[src/rtl/reg_access_arbiter.sv]
// reg_access_arbiter: round-robin arbiter giving two requesters (I2C slave, local host)
// one-access-per-3-cycle use of a single-port register RAM.
module reg_access_arbiter #(
  parameter int ADDR_W = 4,
  parameter int DATA_W = 8
) (
  input  logic              i_ck,
  input  logic              i_rstn,
  input  logic              i_req0,
  input  logic              i_req1,
  input  logic              i_rw0,
  input  logic              i_rw1,
  input  logic [ADDR_W-1:0] i_addr0,
  input  logic [ADDR_W-1:0] i_addr1,
  input  logic [DATA_W-1:0] i_wdata0,
  input  logic [DATA_W-1:0] i_wdata1,
  output logic              o_ack0,
  output logic              o_ack1,
  output logic [DATA_W-1:0] o_rdata0,
  output logic [DATA_W-1:0] o_rdata1,
  output logic              o_ram_csn,
  output logic              o_ram_rw,
  output logic [ADDR_W-1:0] o_ram_address,
  output logic [DATA_W-1:0] o_ram_data,
  input  logic [DATA_W-1:0] i_ram_data,
  output logic              o_busy
);
  localparam logic [1:0] IDLE   = 2'd0;
  localparam logic [1:0] ACCESS = 2'd1;
  localparam logic [1:0] RESP   = 2'd2;
  logic [1:0]        state_q, state_d;
  logic              ptr_q, gnt_q, gnt_d, any_req;
  logic              csn_q, rw_q, ack0_q, ack1_q;
  logic [ADDR_W-1:0] addr_q;
  logic [DATA_W-1:0] data_q, rdata0_q, rdata1_q;
  assign any_req = i_req0 | i_req1;
  // Pointer port wins a tie; a lone requester wins regardless of the pointer.
  assign gnt_d   = (i_req0 & i_req1) ? ptr_q : i_req1;
  always_comb
    state_d = (state_q == IDLE)   ? (any_req ? ACCESS : IDLE) :
              (state_q == ACCESS) ? RESP : IDLE;
  always_ff @(posedge i_ck or negedge i_rstn) begin
    if (!i_rstn) begin
      state_q  <= IDLE;
      ptr_q    <= 1'b0;
      gnt_q    <= 1'b0;
      csn_q    <= 1'b1;
      rw_q     <= 1'b1;
      addr_q   <= '0;
      data_q   <= '0;
      ack0_q   <= 1'b0;
      ack1_q   <= 1'b0;
      rdata0_q <= '0;
      rdata1_q <= '0;
    end else begin
      state_q <= state_d;
      csn_q   <= state_d != ACCESS;
      ack0_q  <= (state_q == ACCESS) & ~gnt_q;
      ack1_q  <= (state_q == ACCESS) & gnt_q;
      if (state_q == IDLE && any_req) begin
        gnt_q  <= gnt_d;
        ptr_q  <= ~gnt_d;
        rw_q   <= gnt_d ? i_rw1 : i_rw0;
        addr_q <= gnt_d ? i_addr1 : i_addr0;
        data_q <= gnt_d ? i_wdata1 : i_wdata0;
      end
      // RAM drove read data on the falling edge inside ACCESS
      if (state_q == ACCESS && rw_q && !gnt_q) rdata0_q <= i_ram_data;
      if (state_q == ACCESS && rw_q && gnt_q) rdata1_q <= i_ram_data;
    end
  end
  assign o_ram_csn     = csn_q;
  assign o_ram_rw      = rw_q;
  assign o_ram_address = addr_q;
  assign o_ram_data    = data_q;
  assign o_ack0        = ack0_q;
  assign o_ack1        = ack1_q;
  assign o_rdata0      = rdata0_q;
  assign o_rdata1      = rdata1_q;
  assign o_busy        = state_q != IDLE;
endmodule

[config.mk]
export PLATFORM = sky130hd
export DESIGN_NAME = reg_access_arbiter
export DESIGN_NICKNAME = d
export VERILOG_FILES = /design/src/rtl/reg_access_arbiter.sv
export SDC_FILE = /design/constraint.sdc
export NUM_CORES = 1
export LEC_CHECK = 0
export CORE_ASPECT_RATIO = 0.5
export CORE_MARGIN = 1.5
export CORE_UTILIZATION = 41
export CTS_CLUSTER_SIZE = 8
export DETAILED_ROUTE_END_ITERATION = 10
export GPL_ROUTABILITY_DRIVEN = 0
export GPL_TIMING_DRIVEN = 0
export MAX_ROUTING_LAYER = met4
export PLACE_DENSITY = 0.79
export SLEW_MARGIN = 30
export SYNTH_ARGS = -nofsm -noshare
export SYNTH_HDL_FRONTEND = slang
export SYNTH_SLANG_ARGS = --single-unit
[constraint.sdc]
create_clock -name i_ck -period 2 [get_ports i_ck]
set_clock_uncertainty 0.1 [all_clocks]
set_input_delay 0.4 -clock i_ck [delete_from_list [all_inputs] [get_ports i_ck]]
set_output_delay 0.4 -clock i_ck [all_outputs]
set_load 0.05 [all_outputs]
==> results of run 1 <==
==> state kept, by name, summed over array words and instances, names as in the netlist <==
name,flops
o_ram_data,8
o_rdata0,8
o_rdata1,8
o_ram_address,4
state_q,2
gnt_q,1
o_ack0,1
o_ack1,1
o_ram_csn,1
o_ram_rw,1
ptr_q,1
==> tightest hold or removal path: stages <==
cell and delay [ps]:
buf_6 110, nand3_1 60, a31oi_1 80
==> metal layers <==
layer,vias to the layer above,wire length (um),part of all wire,GRT usage
met1,679,1730,0.42,0.251
met2,63,2000,0.49,0.364
li1,630,-,-,-
met3,12,268,0.066,0.0528
met4,0,87,0.021,0.108
met5,-,0,0,-
==> through the flow <==
stage	setup TNS, ps	setup slack (ps)	hold WS [ps]
floorplan	0	396	4.41
global placement	-10890	-314	370
detailed placement	-695	-274	204
finish	0	21.1	266
global route	0	0.269	286
CTS	-71.8	-71.8	254
==> path summary, 6_finish.rpt <==
kind                                                start                            to  slack (ps)  depth (start not counted)
min in group asynchronous                          i_rstn  o_ram_address[3]$_DFFE_PN0P_         430                          2
worst max-delay path            o_ram_data[5]$_DFFE_PN0P_                 o_ram_data[5]          20                          1
worst max register to register          ptr_q$_DFFE_PN0P_     o_ram_data[2]$_DFFE_PN0P_         460                          4
worst min-delay path                               i_req1          o_ram_rw$_DFFE_PN1P_         270                          3
max in group asynchronous                          i_rstn     o_ram_data[0]$_DFFE_PN0P_         950                          3
worst min register to register    o_rdata0[6]$_DFFE_PN0P_       o_rdata0[6]$_DFFE_PN0P_         390                          1
==> power by group through the flow <==
stage	sequential [W]	combinational, W	clock, W
3_5_place_dp	0.00134	0.00283	0
4_1_cts	0.00132	0.00283	0.000532
2_1_floorplan	0.00246	0.000735	0
3_3_place_gp	0.00132	0.00278	0
5_1_grt	0.00137	0.00295	0.000557
6_report	0.00132	0.00282	0.000515
==> cell type report <==
class | count | area [sq um] | area share
Buffer | 10 | 71.3 | 0.0292
Sequential cell | 36 | 903 | 0.370
Tap cell | 51 | 63.8 | 0.0261
Timing Repair Buffer | 72 | 729 | 0.299
Clock inverter | 3 | 18.8 | 0.00769
Multi-Input combinational cell | 81 | 572 | 0.234
Inverter | 3 | 13.8 | 0.00564
Clock buffer | 5 | 68.8 | 0.0282
==> kinds of logic after synthesis <==
kind of cell           share of synthesized area
DFF                                        0.579
muxes                                      0.115
and+or+nand+nor                            0.102
AOI/OAI and AO/OA                          0.149
buffers and inverters                     0.0545
==> Yosys cell counts <==
master,instances,area share
a31oi_1,14,0.056
nand2_8,1,0.013
nand3_2,1,0.0064
dfrtp_1,34,0.55
a32o_1,1,0.0064
mux2_1,5,0.036
nand2b_1,1,0.0040
clkbuf_1,3,0.0072
buf_6,4,0.029
nand3_1,13,0.042
inv_1,2,0.0048
o21ai_0,13,0.042
a21oi_1,14,0.045
nor2b_2,1,0.0056
inv_4,1,0.0040
or2_1,1,0.0040
nor2b_1,1,0.0040
nor3b_2,1,0.0080
buf_2,3,0.0096
mux2_2,11,0.079
and2_1,2,0.0080
nor2_4,1,0.0072
dfstp_2,2,0.034
==> what timing repair did <==
item	in CTS	in global routing
hold endpoints to repair	9	0
setup buffers	1	0
gates resized for setup	4	8
setup endpoints to repair	4	7
pin swaps	1	0
hold buffers	1	0
==> key figures, run 1 <==
Outcome
  – Status: completed

Clock network
  – Clk Latency, worst-skew pair: 290 ps
  – Maximum root-to-sink buffer count: 2
  – Root Driver: clkbuf_8
  – Clk pin slew, worst setup/hold paths: 80 ps
  – H-tree levels: 2
  – Total CTS buffers: 5
  – CTS Sinks: 36
  – CTS tree: built

Floorplanning
  – DIE AREA: 4210 sq um
  – Die height: 46.6 um
  – Number of I/O pins: 71
  – Core region area: 3530 sq um
  – Num rows: 15
  – Die X: 90.2 um
  – Initial core utilization: 0.442

Setup path
  – WP buf/inv: 1
  – Startpoint Class: register
  – Worst path slowest cell: clkdlybuf4s50_1
  – Family with the most delay on the worst path: buffers and inverters
  – Worst EP required: 1500 ps
  – Critical path endpoint category: output pin
  – Crit-path cells: clkdlybuf4s50_1
  – Kind of critical path: reg2out
  – Slowest stage delay, CP: 830 ps
  – CP max FO: 2
  – WP data arrival: 1480 ps

STA
  – RSZ-0062 raised after global routing: false
  – Worst slew pin tran: 544 ps
  – Slew margin rel.: 0.639
  – Max Fclk: 505 MHz
  – Final setup viols: 0
  – Period utilisation layout: 0.989
  – Final hold vios: 0
  – Final min period: 1980 ps
  – Max-slew violation count: 0

GRT
  – Vias in the first global route: 1,347
  – Largest net degree at the start of global routing: 26
  – Antenna violations before repair: 0
  – All-Layer GR Usage: 0.215
  – Grt ovf: 0
  – First-pass GRT wire length: 6520 um

Yosys
  – Yosys warns: 0
  – Seq/Total Area, Yosys: 0.579
  – Syn nets: 168
  – Gate Count Post-Synth: 130
  – Syn Area/Cell: 12.0 sq um
  – Cell variety after synth: 23
  – Mapped cell area: 1560 sq um
  – #FFs+latches synth: 36

Power and ir drop
  – Pwr Total: 0.00465 W
  – Max IR drop VDD: 0.687 mV
  – Seq pwr share: 0.284
  – PwrDens: 1910 nW/um^2
  – P_int: 0.00234 W
  – LEAKAGE: 1.04 nW
  – Clock share of power: 0.111
  – Switching power: 0.00231 W
  – Sw Ratio: 0.497
  – Comb power frac: 0.605

Placement
  – Final HPWL DP: 2950 um
  – Port-buffer cells: 69
  – DP Cell Count: 251
  – Area after DPL: 2330 sq um

Drt
  – Pre-antenna DRT Iters: 4
  – Post-route ant nets: 0
  – WL final: 4080 um
  – DR vias: 1,384
  – WL/cell: 15.6 um
  – DRC: 0
  – Iter 0 DRT Violations: 46
  – Vias/cell: 5.30

Flow run
  – MaxCap Viol Count: 0

Final layout
  – Post-route design area: 2440 sq um
  – Final Core Density: 0.692
  – Layout cells sized above 1: 0.181
  – N_diodes: 0
  – Net count, final: 247
  – Syn-to-layout area delta: 56.5%
  – Final cell count without fillers: 261
  – Fill count: 272
  – Most common cell after layout, fill and taps aside: clkdlybuf4s50_1
  – Most frequent cells in the layout: clkdlybuf4s50_1, dfrtp_1, a21oi_1, a31oi_1

Hold path
  – HP Class: in2reg
Power figures use the tool's default switching activity.
==> run 2, diff against run 1 <==
clock period = 1.91 ns   (was 2 ns; I/O delays follow)
==> run 2 against run 1 <==
Compared with the run above:
- first-iteration DRC count rose by 2.2%
- core utilization fell by 1.2 points
- setup slack improved by 17 ps
- power rose by 0.23%
- register-to-register slack got worse by 50 ps
- via count fell by 1.1%
- non-clock buffer count did not move
- sequential share of layout area rose by 0.68 points
- flip-flop and latch count did not move
- critical path depth did not move
- combinational power fell by 2%
- highest routed layer unchanged
==> key figures, run 2 (synthesis gave the netlist of run 1 again) <==
Setup path
  – Crit-path cells: dlygate4sd2_1
  – WP buf/inv: 1 (unchanged)
  – Slowest stage delay, CP: 570 ps (-260 ps)
  – WP data arrival: 1390 ps (-90 ps)
  – Critical path endpoint category: output pin
  – CP max FO: 4 (+2)
  – Worst path slowest cell: dfstp_2
  – Family with the most delay on the worst path: flip-flops
  – Kind of critical path: reg2out
  – Startpoint Class: register
  – Worst EP required: 1430 ps (-70 ps)
  – R2R setup slack: 410 ps (-50 ps)

GRT
  – All-Layer GR Usage: 0.216 (+0.000785)
  – First-pass GRT wire length: 6540 um (+0.32%)
  – M3 GR Usage: 0.0545 (+0.00165)
  – Largest net degree at the start of global routing: 26 (unchanged)
  – Routing usage on met2: 0.364 (unchanged)
  – Vias in the first global route: 1,341 (-0.45%)
  – Antenna violations before repair: 0 (unchanged)
  – Gr busiest metal: met2
  – Met1 Usage GRT: 0.252 (+0.00104)
  – Grt ovf: 0 (unchanged)

Power and ir drop
  – LEAKAGE: 1.04 nW (+0.41%)
  – Pwr Total: 0.00466 W (+0.23%)
  – Max IR drop VDD: 0.713 mV (+3.8%)
  – PwrDens: 1940 nW/um^2 (+2.1%)

STA
  – Final hold vios: 0 (unchanged)
  – Final min period: 1870 ps
  – Max Fclk: 534 MHz
  – Final setup viols: 0 (unchanged)
  – Period utilisation layout: 0.980
  – Worst slew pin tran: 545 ps (+1.05 ps)
  – Max-slew violation count: 0 (unchanged)
  – Slew margin rel.: 0.638 (-0.000699)
  – Worst setup margin: 37.7 ps (+16.6 ps)
  – RSZ-0062 raised after global routing: false
  – Setup TNS: 0 ps (unchanged)

Final layout
  – Most common cell after layout, fill and taps aside: clkdlybuf4s50_1
  – N_diodes: 0 (unchanged)
  – Final Core Density: 0.679 (-0.0124)
  – Multi-input gate area: 572 sq um (unchanged)
  – Most frequent cells in the layout: clkdlybuf4s50_1, dfrtp_1, dlygate4sd2_1, a21oi_1, a31oi_1
  – Layout cells sized above 1: 0.186 (+0.00476)
  – Fill count: 291 (+7.0%)
  – FF/Latch Area: 903 sq um (unchanged)
  – Net count, final: 247 (unchanged)
  – Syn-to-layout area delta: 53.6%

Clock network
  – Total CTS buffers: 5 (unchanged)
  – Clk Latency, worst-skew pair: 290 ps (about the same)
  – Root Driver: clkbuf_8
  – H-tree levels: 2 (unchanged)
  – Maximum root-to-sink buffer count: 2 (unchanged)
  – CTS tree: built
  – Clk pin slew, worst setup/hold paths: 70 ps (about the same)
  – CTS Sinks: 36 (unchanged)

Drt
  – WL final: 4060 um (-0.59%)
  – Vias/cell: 5.25 (-1.1%)
  – DRC: 0 (unchanged)
  – Iter 0 DRT Violations: 47 (+2.2%)
  – Pre-antenna DRT Iters: 4 (unchanged)
  – DR vias: 1,369 (-1.1%)
  – Post-route ant nets: 0 (unchanged)
  – WL/cell: 15.6 um (-0.59%)

Hold path
  – HP Class: in2reg

Floorplanning
  – Initial core utilization: 0.442 (unchanged)
  – Num rows: 15 (unchanged)
  – Die X: 90.2 um (unchanged)
  – Number of I/O pins: 71 (unchanged)
  – DIE AREA: 4210 sq um (unchanged)
  – Die height: 46.6 um (unchanged)
  – Core region area: 3530 sq um (unchanged)

Placement
  – Final HPWL DP: 2950 um (unchanged)
  – Port-buffer cells: 69 (unchanged)
  – DP Worst Slack: -346 ps (-72.0 ps)

Outcome
  – Status: completed

Flow run
  – MaxCap Viol Count: 0 (unchanged)
-- run 2: per-layer routing --
layer / vias to the layer above / wire length (um)
met4: 0 / 74
met3: 10 / 228
li1: 630 / -
met5: - / 0
met1: 681 / 1770
met2: 48 / 1980
-- run 2: cell type report --
type                       instances  area share
buffer                            10      0.0313
clock buffer                       5      0.0287
clock inverter                     3     0.00783
inverter                           3     0.00574
multi-input combinational         81       0.239
sequential                        36       0.377
tap                               51      0.0266
timing repair buffer              72       0.284
-- run 2: worst paths after layout --
check	from	endpoint	depth (start not counted)
worst max-delay path	o_ram_rw$_DFFE_PN1P_	o_ram_rw	1
worst min-delay path	i_req1	o_ram_rw$_DFFE_PN1P_	3
worst max register to register	state_q[1]$_DFF_PN0_	o_rdata0[4]$_DFFE_PN0P_	4
worst min register to register	o_rdata0[6]$_DFFE_PN0P_	o_rdata0[6]$_DFFE_PN0P_	1
max in group asynchronous	i_rstn	o_ram_data[0]$_DFFE_PN0P_	3
min in group asynchronous	i_rstn	o_ram_address[3]$_DFFE_PN0P_	2
-- run 2: worst min-delay path, delay by kind of cell --
| kind | cells | cell delay, ps |
|---|---|---|
| AO/OA/AOI/OAI | 1 | 80 |
| buffers and inverters | 1 | 110 |
| AND/OR/NAND/NOR | 1 | 60 |
-- run 2: what timing repair did --
| action | in CTS | in global routing |
|---|---|---|
| pin swaps | 1 | 0 |
| endpoints found under the hold margin | 9 | 0 |
| endpoints found under the setup margin | 32 | 4 |
| hold buffers | 1 | 0 |
| cloned | 0 | 0 |
| setup buffers | 1 | 0 |
| gates resized for setup | 32 | 6 |
-- run 2: power by group --
part / total [W] / internal, W / switching (W)
Sequential: 0.00137 / 0.00116 / 0.000209
Clock: 0.000541 / 0.000254 / 0.000287
Combinational: 0.00275 / 0.000834 / 0.00191
Total: 0.00466 / 0.00225 / 0.00241
-- run 2: through the flow --
| step | hold slack [ps] | cell area, sq um | cells |
|---|---|---|---|
| final | 247 | 2400 | 261 |
| after global routing | 268 | 2400 | 261 |
| after CTS | 236 | 2390 | 261 |
| after detailed placement | 186 | 2330 | 251 |
| after global placement | 370 | 2310 | 250 |
| after floorplan | -13.6 | 1560 | 130 |
